**config.mk**
```make
export PLATFORM = sky130hd
export DESIGN_NAME = apb_gpio_filter
export DESIGN_NICKNAME = d
export VERILOG_FILES = /design/src/rtl/apb_gpio_filter.sv
export SDC_FILE = /design/constraint.sdc
export NUM_CORES = 1
export LEC_CHECK = 0
export ABC_CLOCK_PERIOD_IN_PS = 4600
export BUFFER_PORTS_ARGS = -buffer_cell sky130_fd_sc_hd__buf_4
export CAP_MARGIN = 10
export CORE_MARGIN = 5
export CORE_UTILIZATION = 30
export DETAILED_ROUTE_END_ITERATION = 16
export HOLD_SLACK_MARGIN = 0.12
export SYNTH_ARGS = -nofsm -noshare
export SYNTH_HDL_FRONTEND = slang
export SYNTH_SLANG_ARGS = --single-unit
```
**constraint.sdc**
```tcl
create_clock -name PCLK -period 4.6 [get_ports PCLK]
set_input_delay 0.23 -clock PCLK [delete_from_list [all_inputs] [get_ports PCLK]]
set_output_delay 0.23 -clock PCLK [all_outputs]
set_load 0.01 [all_outputs]
```
**src/rtl/apb_gpio_filter.sv**
```systemverilog
// APB3 input-GPIO block: 2-flop synchronisers, per-channel debounce filter and
// run-time programmable level/edge interrupts with write-one-to-clear status.
module apb_gpio_filter #(
  parameter int unsigned IO_NUM    = 8,
  parameter int unsigned APB_WIDTH = 32,
  parameter int unsigned DEB_W     = 8
) (
  input  logic                 PCLK,
  input  logic                 PRESET,
  input  logic                 PSEL,
  input  logic                 PENABLE,
  input  logic                 PWRITE,
  input  logic [7:0]           PADDR,
  input  logic [APB_WIDTH-1:0] PWDATA,
  output logic [APB_WIDTH-1:0] PRDATA,
  output logic                 PREADY,
  output logic                 PSLVERR,
  input  logic [IO_NUM-1:0]    GPIO_IN,
  output logic [IO_NUM-1:0]    INT,
  output logic                 INT_OR
);

  localparam logic [5:0] A_FILT   = 6'd0;
  localparam logic [5:0] A_INT_EN = 6'd1;
  localparam logic [5:0] A_EDGE   = 6'd2;
  localparam logic [5:0] A_POL    = 6'd3;
  localparam logic [5:0] A_BOTH   = 6'd4;
  localparam logic [5:0] A_STAT   = 6'd5;
  localparam logic [5:0] A_DEB    = 6'd6;
  localparam logic [5:0] A_RAW    = 6'd7;

  logic [5:0]        widx;
  logic              mapped;
  logic              read_only;
  logic              access;
  logic              wr;
  logic [IO_NUM-1:0] sync1;
  logic [IO_NUM-1:0] s;
  logic [IO_NUM-1:0] filt;
  logic [IO_NUM-1:0] int_en;
  logic [IO_NUM-1:0] edge_mode;
  logic [IO_NUM-1:0] pol;
  logic [IO_NUM-1:0] both;
  logic [IO_NUM-1:0] stat;
  logic [IO_NUM-1:0] upd;
  logic [IO_NUM-1:0] ev;
  logic [IO_NUM-1:0] w1c;
  logic [DEB_W-1:0]  deb_limit;
  logic [DEB_W-1:0]  cnt [IO_NUM];
  logic              unused_bits;

  // Address decode; byte-lane bits and upper write-data bits carry no meaning
  assign widx        = PADDR[7:2];
  assign unused_bits = ^{PADDR[1:0], PWDATA};
  assign mapped      = (widx[5:3] == 3'd0);
  assign read_only   = (widx == A_FILT) || (widx == A_RAW);
  assign access      = PSEL & PENABLE;
  assign PSLVERR     = access & (~mapped | (PWRITE & read_only));
  assign wr          = access & PWRITE & ~PSLVERR;
  assign PREADY      = 1'b1;
  assign w1c         = (wr && (widx == A_STAT)) ? PWDATA[IO_NUM-1:0] : '0;

  always_ff @(posedge PCLK or posedge PRESET) begin
    if (PRESET) begin
      int_en    <= '0;
      edge_mode <= '0;
      pol       <= '0;
      both      <= '0;
      deb_limit <= '0;
    end else if (wr) begin
      case (widx)
        A_INT_EN: int_en    <= PWDATA[IO_NUM-1:0];
        A_EDGE:   edge_mode <= PWDATA[IO_NUM-1:0];
        A_POL:    pol       <= PWDATA[IO_NUM-1:0];
        A_BOTH:   both      <= PWDATA[IO_NUM-1:0];
        A_DEB:    deb_limit <= PWDATA[DEB_W-1:0];
        default:  ;
      endcase
    end
  end

  always_comb begin
    PRDATA = '0;
    if (PSEL) begin
      case (widx)
        A_FILT:   PRDATA = APB_WIDTH'(filt);
        A_INT_EN: PRDATA = APB_WIDTH'(int_en);
        A_EDGE:   PRDATA = APB_WIDTH'(edge_mode);
        A_POL:    PRDATA = APB_WIDTH'(pol);
        A_BOTH:   PRDATA = APB_WIDTH'(both);
        A_STAT:   PRDATA = APB_WIDTH'(stat);
        A_DEB:    PRDATA = APB_WIDTH'(deb_limit);
        A_RAW:    PRDATA = APB_WIDTH'(s);
        default:  PRDATA = '0;
      endcase
    end
  end

  always_ff @(posedge PCLK or posedge PRESET) begin
    if (PRESET) begin
      sync1 <= '0;
      s     <= '0;
    end else begin
      sync1 <= GPIO_IN;
      s     <= sync1;
    end
  end

  // A channel's filtered value flips once s has disagreed for DEB_LIMIT+1 edges
  always_comb begin
    upd = '0;
    for (int unsigned i = 0; i < IO_NUM; i++) begin
      upd[i] = (s[i] != filt[i]) && (cnt[i] >= deb_limit);
    end
  end

  always_ff @(posedge PCLK or posedge PRESET) begin
    if (PRESET) begin
      filt <= '0;
      for (int unsigned i = 0; i < IO_NUM; i++) begin
        cnt[i] <= '0;
      end
    end else begin
      filt <= filt ^ upd;
      for (int unsigned i = 0; i < IO_NUM; i++) begin
        if ((s[i] == filt[i]) || upd[i]) begin
          cnt[i] <= '0;
        end else begin
          cnt[i] <= cnt[i] + DEB_W'(1);
        end
      end
    end
  end

  // Edge direction is taken from the new filtered value, which equals s
  assign ev = int_en & ((edge_mode & upd & (both | ~(s ^ pol))) |
                        (~edge_mode & ~(filt ^ pol)));

  always_ff @(posedge PCLK or posedge PRESET) begin
    if (PRESET) begin
      stat <= '0;
    end else begin
      stat <= (stat & ~w1c) | ev;
    end
  end

  assign INT    = stat & int_en;
  assign INT_OR = |INT;

endmodule

```
==> results of run 1 <==
==> how the worst min path moves through the flow <==
| stage | endpoint | cells after the start | slack, ns |
|---|---|---|---|
| after CTS | s[6] | 0 | 0.35 |
| after global placement | s[5] | 0 | 0.33 |
| after detailed placement | s[0] | 0 | 0.34 |
| final | s[6] | 0 | 0.35 |
| after global routing | s[0] | 0 | 0.35 |
| after floorplan | sync1[0] | 0 | 0.26 |
==> stage by stage <==
step	utilization (%)	area, µm²	hold WS (ns)	setup WS, ns
2_1_floorplan	-	8580	0.261	0.731
3_3_place_gp	33.0	9190	0.333	1.85
3_5_place_dp	33.0	9190	0.337	1.86
4_1_cts	35.7	9930	0.350	1.85
5_1_grt	35.7	9930	0.355	1.73
6_report	35.7	9930	0.347	1.81
==> state kept, by name, indices dropped and copies added, names as in the netlist, named ones only <==
| signal | count |
|---|---|
| cnt | 64 |
| both | 8 |
| deb_limit | 8 |
| edge_mode | 8 |
| int_en | 8 |
| pol | 8 |
| s | 8 |
| stat | 8 |
| sync1 | 8 |
==> report_power, final <==
group          leakage (nW)  internal [mW]  switching (mW)  total, mW
logic                  2.45         0.0598           0.108      0.168
registers              1.80           1.21          0.0197       1.23
clock network         0.281          0.846           0.515       1.36
total                  4.53           2.12           0.643       2.76
==> layout by cell type (no fill, tap or decap), drive strengths merged, types with 2 or more instances in the layout <==
| cell | n |
|---|---|
| dfrtp | 136 |
| ha | 72 |
| nor3 | 72 |
| nand3 | 50 |
| xor2 | 48 |
| buf | 45 |
| and3 | 41 |
| mux2 | 40 |
| a21o | 32 |
| inv | 26 |
| conb | 25 |
| o21ai | 24 |
| a211oi | 24 |
| clkbuf | 22 |
| a22oi | 20 |
| nand2b | 19 |
| dlygate4sd3 | 17 |
| nor3b | 16 |
| nor2b | 16 |
| a2111o | 16 |
| nor2 | 16 |
| nand2 | 15 |
| or4 | 12 |
| a2111oi | 12 |
| o22ai | 10 |
| and2 | 9 |
| o211a | 8 |
| xnor2 | 8 |
| o2111ai | 8 |
| nand4 | 8 |
| a31oi | 6 |
| clkinv | 6 |
| bufinv | 3 |
| a41oi | 2 |
| nand3b | 2 |
| a221oi | 2 |
| nor4 | 2 |
==> worst reg2reg max path: stages (launching register included) <==
cell	delay [ns]
dfrtp_1	0.82
ha_1	0.35
nand2b_1	0.16
a2111o_1	0.46
a2111o_1	0.38
nand3_1	0.10
==> final cells by class <==
| cell class | count | area (µm²) |
|---|---|---|
| fill | 2785 | 17900 |
| multi-input combinational | 641 | 4870 |
| sequential | 136 | 3400 |
| timing repair buffer | 62 | 508 |
| tap | 378 | 473 |
| clock buffer | 22 | 444 |
| clock inverter | 10 | 128 |
| inverter | 26 | 103 |
==> metal layers <==
metal / vias up / part of all wire [%] / track usage (%)
met1: 3239 / 46 / 19.1
met2: 124 / 48 / 23.4
li1: 3209 / - / -
met5: - / 0.095 / 0
met4: 4 / 1.6 / 3.84
met3: 27 / 4.6 / 3.43
==> kinds of logic (layout without fill, tap and decap cells) <==
kind of cell    count (synthesis)  after routing
other cells                     2             25
mux                            40             40
simple gates                  283            283
xor+xnor                       56             56
fa+ha+maj                      72             72
flops                         136            136
buf+inv                        56            120
compound gates                165            165
==> what timing repair did <==
item                                    in CTS  in global routing
hold buffers                                17                  0
hold endpoints to repair                   147                  0
endpoints found under the setup margin       0                  0
==> run_results.csv, run 1 <==
group,metric,value,unit
run_status,run_status,"finished, final reports clean",
synth,ys_seq_area_share,40.1,%
clocking,clk_latency,0.43,ns
worst_hold_path,min-delay-start,"sync1[6]",
sta,setup_viol,0,
clocking,cts_tree,"done",
clocking,clk_pin_slew,0.06,ns
clocking,clock_sinks,136,
sta,skew,0.0105,ns
global_route,grt-ovfl-total,0,
worst_hold_path,hold_path.class,"reg2reg",
sta,rsz0062_at_grt,"no",
critical_path,worst-endpoint-arrival,2.56,ns
placement,dp_hpwl,15400,µm
clocking,clock_path_buffers,2,
synth,synth_xor_area_share,5.77,%
pwr,p_per_area,278,nW/µm²
floorplan,die_w,178,µm
floorplan,initial_core_util,30.5,%
synth,synth_top_family_by_area,"simple AND/OR/NAND/NOR gates",
synth,synth_seq_cells,136,
final_layout,nets,1009,
synth,synth.most_common_cell,"dfrtp_1",
drt,wirelength,22200,µm
sta,slew_violations,0,
global_route,grt_pass1_wl,35600,µm
sta,worstMarginPinSlew,1.01,ns
global_route,grt_usage,14.3,%
sta,period_minus_slack,2.79,ns
critical_path,path_max_fanout,9,
critical_path,crit_path_start_kind,"input pin",
floorplan,io_pins,96,
floorplan,dieArea,31800,µm²
global_route,grt_pass1_vias,6505,
synth,synthArstFlopShare,100,%
synth,synth_compound_area_share,14.9,%
critical_path,path_delay_family,"simple AND/OR/NAND/NOR gates",
synth,synth-simple-area-share,19.5,%
synth,synth-main-ff-cell,"dfrtp_1",
critical_path,worst-path-buf-inv,2,
synth,synth_edf_count,0,
run,maxCapViolations,0,
synth,synth_mux_area_share,5.48,%
critical_path,rrSetupSlack,2.25,ns
critical_path,path_cells,"buf_4, or4b_1, nor3_2, a22oi_1, a41oi_1, buf_4",
final_layout,drive_gt1_share,13.9,%
floorplan,die_height,178,µm
synth,ys_types,48,
critical_path,endpoint,"PRDATA[2]",
pwr,peakVddDrop,0.000188,V
critical_path,cp-startpoint,"PADDR[5]",
critical_path,slowest_delay,0.71,ns
pwr,p_total,2.76,mW
sta,fmax,359,MHz
clocking,cts_root_buf,"clkbuf_16",
clocking,htree_levels,4,
critical_path,cp.required,4.37,ns
pwr,p_leak,4.53,nW
critical_path,slowest_stage,"or4b_1",
drt,vias_per_cell,5.18,
synth,synth_area,8500,µm²
drt,wl_per_cell,17.4,µm
synth,synthAdderAreaFrac,10.6,%
floorplan,core_area,27900,µm²
critical_path,crit_type,"in2out",
synth,synth_largest_area_cell,"dfrtp_1",
synth,synth_area_leaders,"dfrtp_1, ha_1, xor2_1",
sta,finalHoldViolCount,0,
sta,setup_tns,0,ns
clocking,cts_resized,0,
clocking,post_cts_buffers,0,
floorplan,row_count,61,
drt,drtPass1Iterations,6,
final_layout,instances_no_fill,1275,
placement,gp_congestion,0.799,
critical_path,rr_startpoint,"deb_limit[0]",
final_layout,syn_to_final_growth,16.9,%
synth,ys_warn_count,0,
critical_path,cp-end-kind,"primary output",
sta,max_slew_margin,31.6,%
final_layout,diodes,0,
global_route,antenna_found_initial,2,
drt,via_count,6603,
placement,placed_cells,1226,
synth,yosysTopAreaCellShare,40.1,%
critical_path,r2r_cells,5,
global_route,grt_max_degree,101,
synth,syn_area_per_cell,10.5,µm²
critical_path,cp_common_cell,"buf_4",
drt,antenna_left,0,
critical_path,cp.depth,6,
drt,drc,0,
drt,drt_iter0_markers,351,
sta,fin_crit_sh,60.6,%
synth,synthTopCellsByCount,"dfrtp_1, ha_1, nor3_1",
clocking,numCtsBuffers,17,
placement,portBuffers,44,
synth,synth_cells,810,
Power figures use the tool's default switching activity.
==> run 2, diff against run 1 <==
--- a/config.mk
+++ b/config.mk
@@ -5,7 +5,8 @@
 export SDC_FILE = /design/constraint.sdc
 export NUM_CORES = 1
 export LEC_CHECK = 0
-export ABC_CLOCK_PERIOD_IN_PS = 4600
+export ABC_AREA = 1
+export ABC_CLOCK_PERIOD_IN_PS = 2900
 export BUFFER_PORTS_ARGS = -buffer_cell sky130_fd_sc_hd__buf_4
 export CAP_MARGIN = 10
 export CORE_MARGIN = 5
==> constraint.sdc (replaced) <==
create_clock -name PCLK -period 2.9 [get_ports PCLK]
set_input_delay 0.145 -clock PCLK [delete_from_list [all_inputs] [get_ports PCLK]]
set_output_delay 0.145 -clock PCLK [all_outputs]
set_load 0.01 [all_outputs]
==> run 2 against run 1 <==
Compared with the run above:
- count of clock-buffer cells in the layout decreased by 1
- sequential share of layout area grew 1.3 points
- synthesized cell count up 24%
- final cell count increased by 12%
- first-iteration DRC count is 1.7% higher
==> run_results.csv, run 2 <==
group,metric,value,unit
sta,slew_violations,0,
critical_path,cp.required,3.25,ns
critical_path,cp_common_cell,"nor2_1",
drt,wirelength,19300,µm
pwr,p_sw_share,26.6,%
synth,synth_largest_area_cell,"dfrtp_1",
clocking,clk_pin_slew,0.06,ns
critical_path,worst-endpoint-arrival,2.55,ns
sta,fin_crit_sh,75.9,%
clocking,numCtsBuffers,17,
final_layout,final_cell_mix,"nand2_1, dfrtp_1, nor2_1",
final_layout,regArea,3400,µm²
sta,setup_viol,0,
synth,synth_area_leaders,"dfrtp_1, nand2_1, ha_1",
final_layout,diodes,0,
pwr,intPower,3.63,mW
pwr,peakVddDrop,0.000399,V
drt,antenna_left,0,
sta,rsz0062_at_grt,"no",
critical_path,cp-end-kind,"register",
floorplan,core_area,26800,µm²
drt,wl_per_cell,13.5,µm
synth,ys_types,31,
floorplan,die_height,175,µm
drt,vias_per_cell,4.54,
synth,synth.most_common_cell,"nand2_1",
pwr,p_sw,1.32,mW
drt,wl_met3,906,µm
placement,dp_hpwl,13700,µm
sta,finalHoldViolCount,0,
placement,placed_area,8790,µm²
clocking,htree_levels,4,
sta,worst_slack,0.699,ns
drt,drt_iter0_markers,357,
clocking,cts_tree,"done",
floorplan,io_pins,96,
floorplan,initial_core_util,30.4,%
critical_path,path_max_fanout,8,
critical_path,crit_type,"reg2reg",
global_route,grt_pass1_vias,6252,
synth,ys_seq_area_share,41.8,%
pwr,clkPwrFrac,45.8,%
drt,highest_layer,"met4",
clocking,clock_sinks,136,
final_layout,largest-register,"cnt",
drt,drc,0,
synth,syn_area_per_cell,8.08,µm²
critical_path,rrSetupSlack,0.70,ns
final_layout,multiInputGateArea,4100,µm²
global_route,grt-ovfl-total,0,
synth,synthArstFlopShare,100,%
drt,drtPass1Iterations,5,
global_route,antenna_found_initial,0,
floorplan,dieArea,30500,µm²
sta,setup_tns,0,ns
run,maxCapViolations,0,
synth,ys_warn_count,0,
final_layout,final_common_cell,"nand2_1",
sta,skew,0.00759,ns
final_layout,final_cell_area,9570,µm²
synth,synthTopCellsByCount,"nand2_1, dfrtp_1, nor2_1",
floorplan,die_w,175,µm
clocking,cts_root_buf,"clkbuf_16",
sta,worstMarginPinSlew,0.646,ns
synth,synth-main-ff-cell,"dfrtp_1",
placement,gp_congestion,0.792,
sta,whs,0.249,ns
critical_path,path_delay_family,"simple AND/OR/NAND/NOR gates",
critical_path,path_cells,"inv_1, ha_1, a21oi_1, nor2_1, nor2_1, nand2_1, or2_2, nor2_1",
global_route,grt_pass1_wl,31700,µm
final_layout,largest_reg_flops,64,
final_layout,drive_gt1_share,11.6,%
synth,yosysTopAreaCellShare,41.8,%
drt,via_count,6499,
worst_hold_path,hold_path.class,"in2reg",
clocking,cts_resized,0,
pwr,p_per_area,517,nW/µm²
sta,max_slew_margin,56.9,%
critical_path,slowest_delay,0.42,ns
synth,synth_edf_count,0,
global_route,grt_max_degree,69,
pwr,p_leak,4.69,nW
synth,synth_cells,1007,
final_layout,nets,1203,
floorplan,row_count,60,
run_status,run_status,"finished, final reports clean",
placement,dp_slack,0.705,ns
placement,portBuffers,44,
drt,routedLengthMet1,9240,µm
critical_path,crit_path_start_kind,"register",
sta,period_minus_slack,2.20,ns
global_route,grt_usage,12.9,%
final_layout,fin_util,35.7,%
pwr,p_seq_share,41.7,%
synth,synth_seq_cells,136,
critical_path,slowest_stage,"inv_1",
clocking,clock_path_buffers,2,
pwr,pwr-share-comb,12.4,%
sta,fmax,454,MHz
clocking,clk_latency,0.42,ns
synth,synth_area,8140,µm²
critical_path,worst-path-buf-inv,1,
final_layout,syn_to_final_growth,17.6,%
final_layout,num-fill-cells,2735,
drt,wl_met2,8770,µm
[run 2: power by group through the flow]
stage	logic [mW]	clock network, mW	registers, mW
3_5_place_dp	0.603	0	2.10
6_report	0.615	2.27	2.06
2_1_floorplan	0.455	0	2.08
4_1_cts	0.624	2.30	2.06
3_3_place_gp	0.590	0	2.09
5_1_grt	0.717	2.38	2.08
[run 2: cells by family after synthesis]
family	after synthesis	share of synthesized area [%]
other	2	0.0923
AND/OR/NAND/NOR	451	23.0
adder cells (fa/ha/maj)	72	11.1
XOR/XNOR	56	6.03
AO/OA/AOI/OAI	130	9.12
flip-flops	136	41.8
buffers and inverters	160	8.87
[run 2: per-stage QoR]
stage,power (mW),instances
global route,5.17,1432
finish,4.94,1432
global placement,2.68,1383
detailed placement,2.70,1383
CTS,4.99,1432
floorplan,2.53,1030
[run 2: timing repair]
action / CTS / global route
endpoints found under the hold margin: 73 / 0
setup buffers: 0 / 0
hold buffers: 17 / 0
endpoints found under the setup margin: 0 / 0
[run 2: tightest hold or removal path, cell delays in order]
cell,delay [ns]
buf_4,0.12
nand3_1,0.10
nor3_4,0.10
nand3_1,0.08
nand2_1,0.04
nand2_1,0.06
[run 2: path summary, 6_finish.rpt]
kind | from | to | cells after the start
setup / recovery | deb_limit[5] | cnt[55] | 8
setup reg to reg | deb_limit[5] | cnt[55] | 8
min in group asynchronous | PRESET | cnt[47] | 3
max in group asynchronous | PRESET | cnt[18] | 4
hold / removal | PSEL | stat[1] | 6
hold reg to reg | sync1[0] | s[0] | 0
[run 2: layout make-up]
type	instances	share of cell area, %
clock buffers	21	4.91
well taps	341	4.46
clock inverters	11	1.53
inverters	120	4.74
multi-input cells	734	42.8
repair buffers	69	5.99
flip-flops and latches	136	35.6
[run 2: per-layer routing]
layer  track usage [%]  up-vias
li1                  -     3290
met1              17.8     3024
met2              20.7      155
met3              2.12       30
met4              4.42        0
met5                 0        -
